<file path="config.mk">
export PLATFORM = sky130hd
export DESIGN_NAME = pipe_result_collector
export DESIGN_NICKNAME = d
export VERILOG_FILES = /design/src/rtl/pipe_pkg.sv /design/src/rtl/result_fifo.sv /design/src/rtl/pipe_result_collector.sv
export SDC_FILE = /design/constraint.sdc
export NUM_CORES = 1
export LEC_CHECK = 0
export ABC_AREA = 1
export CORE_MARGIN = 1.5
export CORE_UTILIZATION = 50
export DETAILED_ROUTE_END_ITERATION = 10
export GPL_TIMING_DRIVEN = 0
export PLACE_DENSITY_LB_ADDON = 0.25
export SYNTH_ARGS = -nofsm -noshare
export SYNTH_HDL_FRONTEND = slang
export SYNTH_SLANG_ARGS = --single-unit
</file>
<file path="constraint.sdc">
create_clock -name i_clk -period 1.8 [get_ports i_clk]
set_input_delay 0.27 -clock i_clk [delete_from_list [all_inputs] [get_ports i_clk]]
set_output_delay 0.27 -clock i_clk [all_outputs]
set_load 0.1 [all_outputs]
</file>
<file path="src/rtl/pipe_pkg.sv">
// Shared constants for the F = ((A+B)+(C-D))*D pipeline and its result collector.
package pipe_pkg;

    localparam int PIPE_N     = 10;  // data width of A/B/C/D and F
    localparam int PIPE_LAT   = 3;   // clock edges from operand sample to F sample
    localparam int FIFO_DEPTH = 4;   // result buffer entries (power of two, >= 2)
    localparam int RES_CNT_W  = 16;  // delivered-result counter width

    // Pointer/count width for a buffer of the given depth; one extra bit so
    // that a full buffer's count (== depth) is representable.
    function automatic int cnt_width(input int depth);
        return $clog2(depth) + 1;
    endfunction

    localparam int CNT_W = cnt_width(FIFO_DEPTH);

endpackage

</file>
<file path="src/rtl/result_fifo.sv">
// Small synchronous FIFO holding captured pipeline results until the consumer takes them.
module result_fifo
    import pipe_pkg::*;
#(
    parameter int W     = PIPE_N,
    parameter int DEPTH = FIFO_DEPTH,
    localparam int CW   = cnt_width(DEPTH),
    localparam int AW   = $clog2(DEPTH)
) (
    input  logic          i_clk,
    input  logic          i_rst_n,
    input  logic          i_push,
    input  logic [W-1:0]  i_data,
    input  logic          i_pop,
    output logic [W-1:0]  o_data,
    output logic [CW-1:0] o_count,
    output logic          o_full,
    output logic          o_empty
);

    logic [W-1:0]  r_mem [DEPTH];
    logic [CW-1:0] r_wr_ptr;
    logic [CW-1:0] r_rd_ptr;
    logic [CW-1:0] r_count;

    logic          w_pop;
    logic          w_push;

    assign o_count = r_count;
    assign o_full  = (r_count == CW'(DEPTH));
    assign o_empty = (r_count == '0);
    assign o_data  = r_mem[r_rd_ptr[AW-1:0]];

    // A pop frees its slot before the push lands, so push-at-full is fine when paired with a pop.
    assign w_pop  = i_pop & ~o_empty;
    assign w_push = i_push & (~o_full | w_pop);

    // Storage, pointers (wrapping at DEPTH) and occupancy count.
    always_ff @(posedge i_clk or negedge i_rst_n) begin
        if (!i_rst_n) begin
            for (int i = 0; i < DEPTH; i++) begin
                r_mem[i] <= '0;
            end
            r_wr_ptr <= '0;
            r_rd_ptr <= '0;
            r_count  <= '0;
        end else begin
            if (w_push) begin
                r_mem[r_wr_ptr[AW-1:0]] <= i_data;
                r_wr_ptr <= (r_wr_ptr == CW'(DEPTH - 1)) ? '0 : r_wr_ptr + 1'b1;
            end
            if (w_pop) begin
                r_rd_ptr <= (r_rd_ptr == CW'(DEPTH - 1)) ? '0 : r_rd_ptr + 1'b1;
            end
            if (w_push && !w_pop) begin
                r_count <= r_count + 1'b1;
            end else if (w_pop && !w_push) begin
                r_count <= r_count - 1'b1;
            end
        end
    end

endmodule

</file>
<file path="src/rtl/pipe_result_collector.sv">
// Collects F from the non-stallable arithmetic pipeline, buffers it, and hands
// it to a valid/ready consumer while metering upstream issue with credits.
module pipe_result_collector
    import pipe_pkg::*;
#(
    parameter int N     = PIPE_N,
    parameter int LAT   = PIPE_LAT,
    parameter int DEPTH = FIFO_DEPTH
) (
    input  logic                 i_clk,
    input  logic                 i_rst_n,
    input  logic                 i_issue_valid,
    output logic                 o_issue_ready,
    input  logic [N-1:0]         i_f_in,
    output logic                 o_out_valid,
    input  logic                 i_out_ready,
    output logic [N-1:0]         o_out_data,
    output logic                 o_drop_err,
    output logic [RES_CNT_W-1:0] o_result_cnt
);

    localparam int CW = cnt_width(DEPTH);
    localparam int IW = $clog2(LAT + 1);
    localparam int SW = ((CW > IW) ? CW : IW) + 1;

    logic [LAT-1:0]       r_vchain;
    logic                 r_drop_err;
    logic [RES_CNT_W-1:0] r_result_cnt;

    logic [IW-1:0]        w_inflight;
    logic [SW-1:0]        w_occupancy;
    logic                 w_issue_ready;
    logic                 w_issue;
    logic                 w_capture;
    logic                 w_pop;
    logic                 w_cap_drop;
    logic [CW-1:0]        w_fifo_count;
    logic                 w_fifo_full;
    logic                 w_fifo_empty;

    // Credit: every in-flight set will land in the FIFO, so reserve a slot for each.
    always_comb begin
        w_inflight = '0;
        for (int i = 0; i < LAT; i++) begin
            w_inflight = w_inflight + IW'(r_vchain[i]);
        end
        w_occupancy   = SW'(w_fifo_count) + SW'(w_inflight);
        w_issue_ready = (w_occupancy < SW'(DEPTH));
    end

    assign w_issue    = i_issue_valid & w_issue_ready;
    assign w_capture  = r_vchain[LAT-1];
    assign w_pop      = ~w_fifo_empty & i_out_ready;
    // Only reachable if the credit scheme is broken; the sample is lost.
    assign w_cap_drop = w_capture & w_fifo_full & ~w_pop;

    result_fifo #(
        .W     (N),
        .DEPTH (DEPTH)
    ) u_fifo (
        .i_clk   (i_clk),
        .i_rst_n (i_rst_n),
        .i_push  (w_capture),
        .i_data  (i_f_in),
        .i_pop   (w_pop),
        .o_data  (o_out_data),
        .o_count (w_fifo_count),
        .o_full  (w_fifo_full),
        .o_empty (w_fifo_empty)
    );

    // Valid chain mirroring the pipeline stages; bit LAT-1 marks F arriving this edge.
    always_ff @(posedge i_clk or negedge i_rst_n) begin
        if (!i_rst_n) begin
            r_vchain <= '0;
        end else begin
            r_vchain <= (r_vchain << 1) | LAT'(w_issue);
        end
    end

    // Sticky loss flag: an uncredited issue or a capture that found no room.
    always_ff @(posedge i_clk or negedge i_rst_n) begin
        if (!i_rst_n) begin
            r_drop_err <= 1'b0;
        end else if ((i_issue_valid && !w_issue_ready) || w_cap_drop) begin
            r_drop_err <= 1'b1;
        end
    end

    // Count of results handed to the consumer, free-running with wrap.
    always_ff @(posedge i_clk or negedge i_rst_n) begin
        if (!i_rst_n) begin
            r_result_cnt <= '0;
        end else if (w_pop) begin
            r_result_cnt <= r_result_cnt + 1'b1;
        end
    end

    assign o_issue_ready = w_issue_ready;
    assign o_out_valid   = ~w_fifo_empty;
    assign o_drop_err    = r_drop_err;
    assign o_result_cnt  = r_result_cnt;

endmodule

</file>
==> results of run 1 <==
## what timing repair did
action | 4_1_cts | 5_1_grt
buffers inserted | 11 | 3
cloned | 1 | 2
setup endpoints to repair | 32 | 15
pin swaps | 7 | 8
gates resized for setup | 197 | 60
## per-stage QoR
| stage | util | hold WS, ns | setup slack (ns) | TNS (ns) | cell area (um2) |
|---|---|---|---|---|---|
| finish | 0.744 | 0.0446 | -0.342 | -0.659 | 4810 |
| global route | 0.744 | 0.115 | -0.409 | -1.00 | 4810 |
| CTS | 0.705 | 0.0783 | -0.362 | -0.814 | 4550 |
| detailed placement | 0.634 | 0.398 | -1.05 | -11.33 | 4090 |
| global placement | 0.634 | 0.393 | -2.16 | -143.91 | 4100 |
| floorplan | - | -0.0256 | -0.201 | -0.754 | 3580 |
## registers in the layout, indices dropped and copies added, names as in the netlist
register and count:
u_fifo.r_mem 40, o_result_cnt 16, r_vchain 3, u_fifo.o_count 3
u_fifo.r_rd_ptr 3, u_fifo.r_wr_ptr 3, o_drop_err 1
## cells in the final DEF, fill, tap and decap left out, types with 8 or more instances in the layout
master,instances
o21ai_1,40
nor2_1,18
clkdlybuf4s50_1,12
clkbuf_8,11
dfrtp_2,8
buf_6,12
buf_12,13
nor2_4,13
xor2_1,9
dfrtp_1,61
clkdlybuf4s15_2,16
nand2_1,83
inv_1,33
nand3_1,8
o22ai_4,9
buf_4,14
o21ai_2,17
## logic make-up (layout without fill, tap and decap cells)
family	after synthesis	count (layout)	share of synthesized area
AO/OA/AOI/OAI	81	81	0.136
buffers and inverters	54	128	0.0836
XOR/XNOR	11	11	0.0284
adder cells (fa/ha/maj)	10	10	0.0412
flip-flops	69	69	0.508
AND/OR/NAND/NOR	147	147	0.200
multiplexers	1	1	0.00331
## cell usage after synthesis
library cell / instances / share of area
o21ai_1: 30 / 0.044
inv_6: 1 / 0.0026
o21ai_0: 26 / 0.038
a21oi_1: 3 / 0.0044
nand3_2: 1 / 0.0029
clkbuf_1: 6 / 0.0066
nand2_4: 6 / 0.020
nor2_4: 3 / 0.0099
xor2_1: 9 / 0.023
fa_1: 2 / 0.012
o22ai_1: 10 / 0.018
nor2_1: 33 / 0.036
buf_12: 1 / 0.0059
buf_6: 8 / 0.027
nand3_1: 10 / 0.015
inv_1: 37 / 0.041
nand2_2: 3 / 0.0055
xnor2_1: 2 / 0.0052
nand4_1: 4 / 0.0074
nor2_8: 1 / 0.0059
mux2_2: 1 / 0.0033
nor2_2: 2 / 0.0037
nand2_1: 83 / 0.092
nor3_1: 1 / 0.0015
a211o_1: 1 / 0.0026
ha_1: 8 / 0.029
inv_2: 1 / 0.0011
o21a_1: 1 / 0.0022
o21ai_2: 10 / 0.026
dfrtp_1: 69 / 0.51
## worst max-delay path by stage
stage,endpoint,cells after the start
6_report,o_issue_ready,6
5_1_grt,o_issue_ready,6
4_1_cts,o_issue_ready,6
3_5_place_dp,o_issue_ready,6
3_3_place_gp,u_fifo.o_count[0],1
2_1_floorplan,o_issue_ready,5
## metal layers
layer	GRT usage	part of all wire	routed length [um]	vias up
met1	0.334	0.44	3650	1370
met4	0.0748	0.0080	66	0
li1	-	-	-	1343
met5	0	0	0	-
met3	0.0554	0.055	453	6
met2	0.358	0.49	4080	78
## worst max-delay path, delay by kind of cell (launching register included)
family        cells  cell delay, ns
simple gates      2            0.19
buf+inv           2            0.27
fa+ha+maj         2            0.68
flops             1            0.40
## layout make-up
cell class                 count  area [um2]
clock inverter                 4        22.5
fill                         451        1650
timing repair buffer          59         712
inverter                      39         165
multi-input combinational    250        1740
tap                           77        96.3
sequential                    69        1740
clock buffer                  12         155
buffer                        14         179
==> results.cfg, run 1 <==
[outcome]
status = finished, violations left
failed_checks = design-rule violations, negative setup slack

[timing]
clock.fmax_mhz = 467
relSlewSlack = 0.416
finalHoldViolations = 0
finalSetupViolCount = 3
rsz0062_at_grt = yes
fin_crit_sh = 1.19
skew_ns = 0.00977
layout_setup_ws_ns = -0.342
period_needed_ns = 2.14
tightest_slew_ns = 0.876
finalMaxSlewViolations = 0

[yosys]
ys_seq_elements = 69
synthesis.nets = 397
yosysSeqAreaShare = 0.508
yosys.cell_types.count = 30
synth_area_per_cell_um2 = 9.11
syn_inst = 373
yosys_warnings = 0
synth_area_um2 = 3400

[die]
core_area_um2 = 6460
die_h_um = 85.4
fp.dieW_um = 85.4
num_rows = 29
start_util = 0.526
dieArea_um2 = 7300
ios = 43

[place]
placed_cells = 492
io_buffers = 42
dp_hpwl_um = 4890
routabilityCongestion = 0.880

[routing]
vias = 2797
drt_pass1_iterations = 7
viasPerCell = 5.34
wl_um = 8250
drc = 1
post_drt_wl_per_cell_um = 15.7
initialDrtViolationCount = 187
postRouteAntennaNets = 0

[global_routing]
grt_antenna_before_repair = 0
grt-ovfl-total = 0
grt_max_degree = 70
grt_first_pass_wirelength_um = 13200
grt_usage = 0.235
first_global_vias = 2709

[critical_path]
cp-end-kind = primary output
startpoint = r_vchain[0]
r2r_end = u_fifo.o_count[1]
slowest_stage = dfrtp_1
r2r-start = u_fifo.o_count[0]
cp-start-kind = flip-flop
criticalPathCategory = reg -> out
crit_fanout = 2
critical_path.max_stage_delay_ns = 0.40
cp.required_ns = 1.53
crit_chain = fa_2, ha_1, nand3_2, nand3_4, clkinvlp_4, buf_12
worstPathArrival_ns = 1.87
rrSetupSlack_ns = -0.22
ff2ff_path_depth = 9

[hold_path]
hold_class = in -> async

[final_layout]
fin_cells = 524
diodes = 0
layout-drive-gt1-share = 0.356
nets = 466
syn_to_final_growth_pct = 41.5

[clock_network]
ctsLongestPathBuffers = 2
hold_buffers = 0
numCtsBuffers = 9
cts_tree = built
clkTransAtPathRegs_ns = 0.07
cts.htree.levels = 3
cts-root-buf = clkbuf_8
insertion_delay_ns = 0.34
cts.sinks = 69

[run]
drv_cap = 0
Power of run 1 is not shown: default switching activity piles up to over one toggle a cycle in this logic, so the estimate is an artifact.
==> run 2, diff against run 1 <==
--- a/config.mk
+++ b/config.mk
@@ -7,10 +7,11 @@
 export LEC_CHECK = 0
 export ABC_AREA = 1
 export CORE_MARGIN = 1.5
-export CORE_UTILIZATION = 50
+export CORE_UTILIZATION = 40
 export DETAILED_ROUTE_END_ITERATION = 10
 export GPL_TIMING_DRIVEN = 0
 export PLACE_DENSITY_LB_ADDON = 0.25
+export SLEW_MARGIN = 20
 export SYNTH_ARGS = -nofsm -noshare
 export SYNTH_HDL_FRONTEND = slang
 export SYNTH_SLANG_ARGS = --single-unit
==> results.cfg, run 2 (synthesis gave the netlist of run 1 again) <==
[critical_path]
critPathTopFamily = adder cells
rrSetupSlack_ns = -0.20
cp.required_ns = 1.53
crit_cells = 6
crit_chain = fa_2, ha_4, nand3_4, nand3_4, clkinvlp_4, buf_12
startpoint = r_vchain[0]
crit_fanout = 2
criticalPathCategory = reg -> out
endpoint = o_issue_ready
slowest_stage = fa_2
r2r_end = u_fifo.o_count[1]
cp-start-kind = flip-flop
ff2ff_path_depth = 9
cp-end-kind = primary output
cp.buffers_inverters = 2
crit_top_cell = nand3_4
critical_path.max_stage_delay_ns = 0.42
r2r-start = u_fifo.o_count[0]
worstPathArrival_ns = 1.87

[clock_network]
cts_tree = built
insertion_delay_ns = 0.35
ctsLongestPathBuffers = 2
clkTransAtPathRegs_ns = 0.08
cts.htree.levels = 3
cts.sinks = 69
numCtsBuffers = 9
cts-root-buf = clkbuf_8

[routing]
drc = 0
initialDrtViolationCount = 195
drt_pass1_iterations = 4
viasPerCell = 5.04
post_drt_wl_per_cell_um = 14.9
postRouteAntennaNets = 0
wl_um = 8230
vias = 2784

[run]
drv_cap = 0

[timing]
finalMaxSlewViolations = 0
worst_hold_slack_ns = 0.321
relSlewSlack = 0.637
clock.fmax_mhz = 466
rsz0062_at_grt = yes
layout_setup_ws_ns = -0.344
tightest_slew_ns = 0.547
skew_ns = 0.0123
period_needed_ns = 2.14
fin_crit_sh = 1.19
finalSetupViolCount = 8
finalHoldViolations = 0

[die]
core_area_um2 = 8220
ios = 43
num_rows = 33
start_util = 0.414
fp.dieW_um = 95.2
dieArea_um2 = 9060
die_h_um = 95.2

[final_layout]
largest_register = u_fifo.r_mem
nets = 466
largest_reg_flops = 40
fin_cells = 552
most-common-layout-cells = nand2_1, dfrtp_1, o21ai_1
diodes = 0
syn_to_final_growth_pct = 44.7
layout-drive-gt1-share = 0.369
fill_cells = 682
final_common_cell = nand2_1

[hold_path]
hold_class = in -> async

[place]
dp_hpwl_um = 5030
io_buffers = 42
pre_cts_ws_ns = -1.09
routabilityCongestion = 0.802
placed_cells = 521

[global_routing]
grt_usage = 0.201
grt_first_pass_wirelength_um = 13400
grt_antenna_before_repair = 0
grt-ovfl-total = 0
grt_max_degree = 56
first_global_vias = 2654

[outcome]
status = finished, violations left
failed_checks = negative setup slack
## run 2: per-stage QoR
step	area [um2]	util	TNS, ns
2_1_floorplan	3580	-	-0.754
4_1_cts	4710	0.573	-1.17
3_5_place_dp	4160	0.506	-11.64
6_report	4920	0.598	-0.750
3_3_place_gp	4130	0.503	-148.41
5_1_grt	4920	0.598	-1.45
## run 2: worst min path at each step
stage                      endpoint  depth (start not counted)        start  slack, ns
floorplan                o_drop_err                          0      i_rst_n      -0.03
global placement        r_vchain[2]                          0  r_vchain[1]       0.39
detailed placement      r_vchain[2]                          1      i_rst_n       0.15
CTS                 o_result_cnt[5]                          2      i_rst_n       0.32
global route        o_result_cnt[3]                          2      i_rst_n       0.33
finish              o_result_cnt[3]                          2      i_rst_n       0.32
## run 2: worst reg2reg max path: stages, from the launching register on
cell	delay (ns)
dfrtp_2	0.43
buf_6	0.13
nor2_4	0.12
nand3_2	0.13
nand2_4	0.12
inv_8	0.06
ha_4	0.16
inv_4	0.06
fa_2	0.42
mux2_4	0.27
## run 2: what timing repair did
| action | CTS | global route |
|---|---|---|
| cloned | 3 | 0 |
| hold endpoints to repair | 14 | 0 |
| setup endpoints to repair | 32 | 16 |
| setup buffers | 8 | 5 |
| resized for setup | 215 | 58 |
| hold buffers | 1 | 0 |
| pin swaps | 15 | 8 |
## run 2: final cells by class
class,instances,area [um2],share of cell area
Multi-Input combinational cell,250,1810,0.368
Buffer,13,169,0.0344
Tap cell,105,131,0.0267
Sequential cell,69,1740,0.353
Clock inverter,5,27.5,0.00560
Clock buffer,11,131,0.0267
Timing Repair Buffer,60,746,0.152
Inverter,39,165,0.0336
## run 2: layer usage
layer	share of wire	up-vias	GRT usage	wire (um)
met5	0	-	0	0
met4	0.014	0	0.0771	115
met3	0.029	13	0.0287	238
met2	0.49	47	0.304	4060
met1	0.46	1376	0.292	3820
li1	-	1348	-	-
Power of run 2 is left out for the same reason.
==> run 3, diff against run 2 <==
--- a/config.mk
+++ b/config.mk
@@ -8,8 +8,8 @@
 export ABC_AREA = 1
 export CORE_MARGIN = 1.5
 export CORE_UTILIZATION = 40
+export CTS_BUF_LIST = sky130_fd_sc_hd__clkbuf_8 sky130_fd_sc_hd__clkbuf_16
 export DETAILED_ROUTE_END_ITERATION = 10
-export GPL_TIMING_DRIVEN = 0
 export PLACE_DENSITY_LB_ADDON = 0.25
 export SLEW_MARGIN = 20
 export SYNTH_ARGS = -nofsm -noshare
==> results.cfg, run 3 (synthesis gave the netlist of run 1 again) <==
[die]
die_h_um = 95.2
fp.dieW_um = 95.2
num_rows = 33
dieArea_um2 = 9060
core_area_um2 = 8220
ios = 43
start_util = 0.414

[routing]
drc = 0
viasPerCell = 4.91
initialDrtViolationCount = 114
drt_pass1_iterations = 5
post_drt_wl_per_cell_um = 13.6
vias = 2697
wl_um = 7480
postRouteAntennaNets = 0

[timing]
skew_ns = 0.00869
finalHoldViolations = 0
clock.fmax_mhz = 457
layout_setup_ws_ns = -0.387
finalSetupViolCount = 5
tightest_slew_ns = 0.375
relSlewSlack = 0.750
fin_crit_sh = 1.21
worst_hold_slack_ns = 0.418
finalMaxSlewViolations = 0
setup_tns_ns = -1.08
rsz0062_at_grt = yes
period_needed_ns = 2.19

[final_layout]
largest_reg_flops = 40
most-common-layout-cells = nand2_1, dfrtp_1, o21ai_1
nets = 464
final_common_cell = nand2_1
largest_register = u_fifo.r_mem
diodes = 0
fill_cells = 697
layout-drive-gt1-share = 0.320
final_area_um2 = 4820
syn_to_final_growth_pct = 42.0

[global_routing]
grt_usage = 0.178
met1_usage = 0.228
use_met3 = 0.0279
grt_antenna_before_repair = 0
grt_max_degree = 70
grt_first_pass_wirelength_um = 12300
grt-ovfl-total = 0
globalRoute.busiestLayer = met2
first_global_vias = 2571
use_met2 = 0.293

[run]
drv_cap = 0

[place]
post_dp_cell_area_um2 = 4410
routabilityCongestion = 0.780
dp_hpwl_um = 4820
io_buffers = 42

[clock_network]
insertion_delay_ns = 0.34
ctsLongestPathBuffers = 2
numCtsBuffers = 9
cts.htree.levels = 3
cts_tree = built
cts-root-buf = clkbuf_8
clkTransAtPathRegs_ns = 0.07
cts.sinks = 69

[critical_path]
cp-start-kind = flip-flop
cp-end-kind = primary output
cp.required_ns = 1.53
crit_fanout = 2
worstPathArrival_ns = 1.92
criticalPathCategory = reg -> out

[hold_path]
hold_class = reg -> reg

[outcome]
status = finished, violations left
failed_checks = negative setup slack
[run 3: final cells by class]
cell class                 instances  area, um2  area share
multi-input combinational        250       1650       0.342
timing repair buffer              71        988       0.205
sequential                        69       1740       0.360
inverter                          39        159      0.0329
tap                              105        131      0.0272
clock buffer                      10        138      0.0285
clock inverter                     5       21.3     0.00441
[run 3: routing by layer]
metal  part of all wire  wire length [um]
met1               0.44              3310
met2               0.51              3780
met3              0.026               193
met4              0.026               192
met5                  0                 0
[run 3: final timing paths]
check	cells past startpoint	slack, ns	from	end
worst min register to register	0	0.42	r_vchain[0]	r_vchain[1]
worst max-delay path	6	-0.39	u_fifo.o_count[0]	o_issue_ready
worst min-delay path	0	0.42	r_vchain[0]	r_vchain[1]
max in group asynchronous	3	1.00	i_rst_n	u_fifo.r_rd_ptr[0]
worst max register to register	10	-0.36	u_fifo.o_count[0]	o_drop_err
min in group asynchronous	3	0.46	i_rst_n	u_fifo.o_count[2]
[run 3: worst max-delay path, cell delays in order (launching register included)]
cell and delay, ns:
dfrtp_2 0.43, fa_2 0.42, ha_4 0.29, nand3_4 0.08
nand3_4 0.09, clkinvlp_4 0.10, buf_12 0.17
[run 3: stage by stage]
step           setup slack [ns]  cells   util
3_5_place_dp             -0.280    522  0.537
6_report                 -0.387    549  0.587
4_1_cts                  -0.365    547  0.574
3_3_place_gp             -0.246    522  0.537
5_1_grt                  -0.448    549  0.587
2_1_floorplan            -0.201    373      -
[run 3: what timing repair did]
| item | 4_1_cts | 5_1_grt |
|---|---|---|
| pin swaps | 5 | 12 |
| hold buffers | 1 | 0 |
| endpoints found under the hold margin | 69 | 0 |
| setup endpoints to repair | 14 | 14 |
| resized for setup | 29 | 30 |
| cloned | 0 | 1 |
| buffers inserted | 10 | 2 |
Power of run 3 is left out for the same reason.
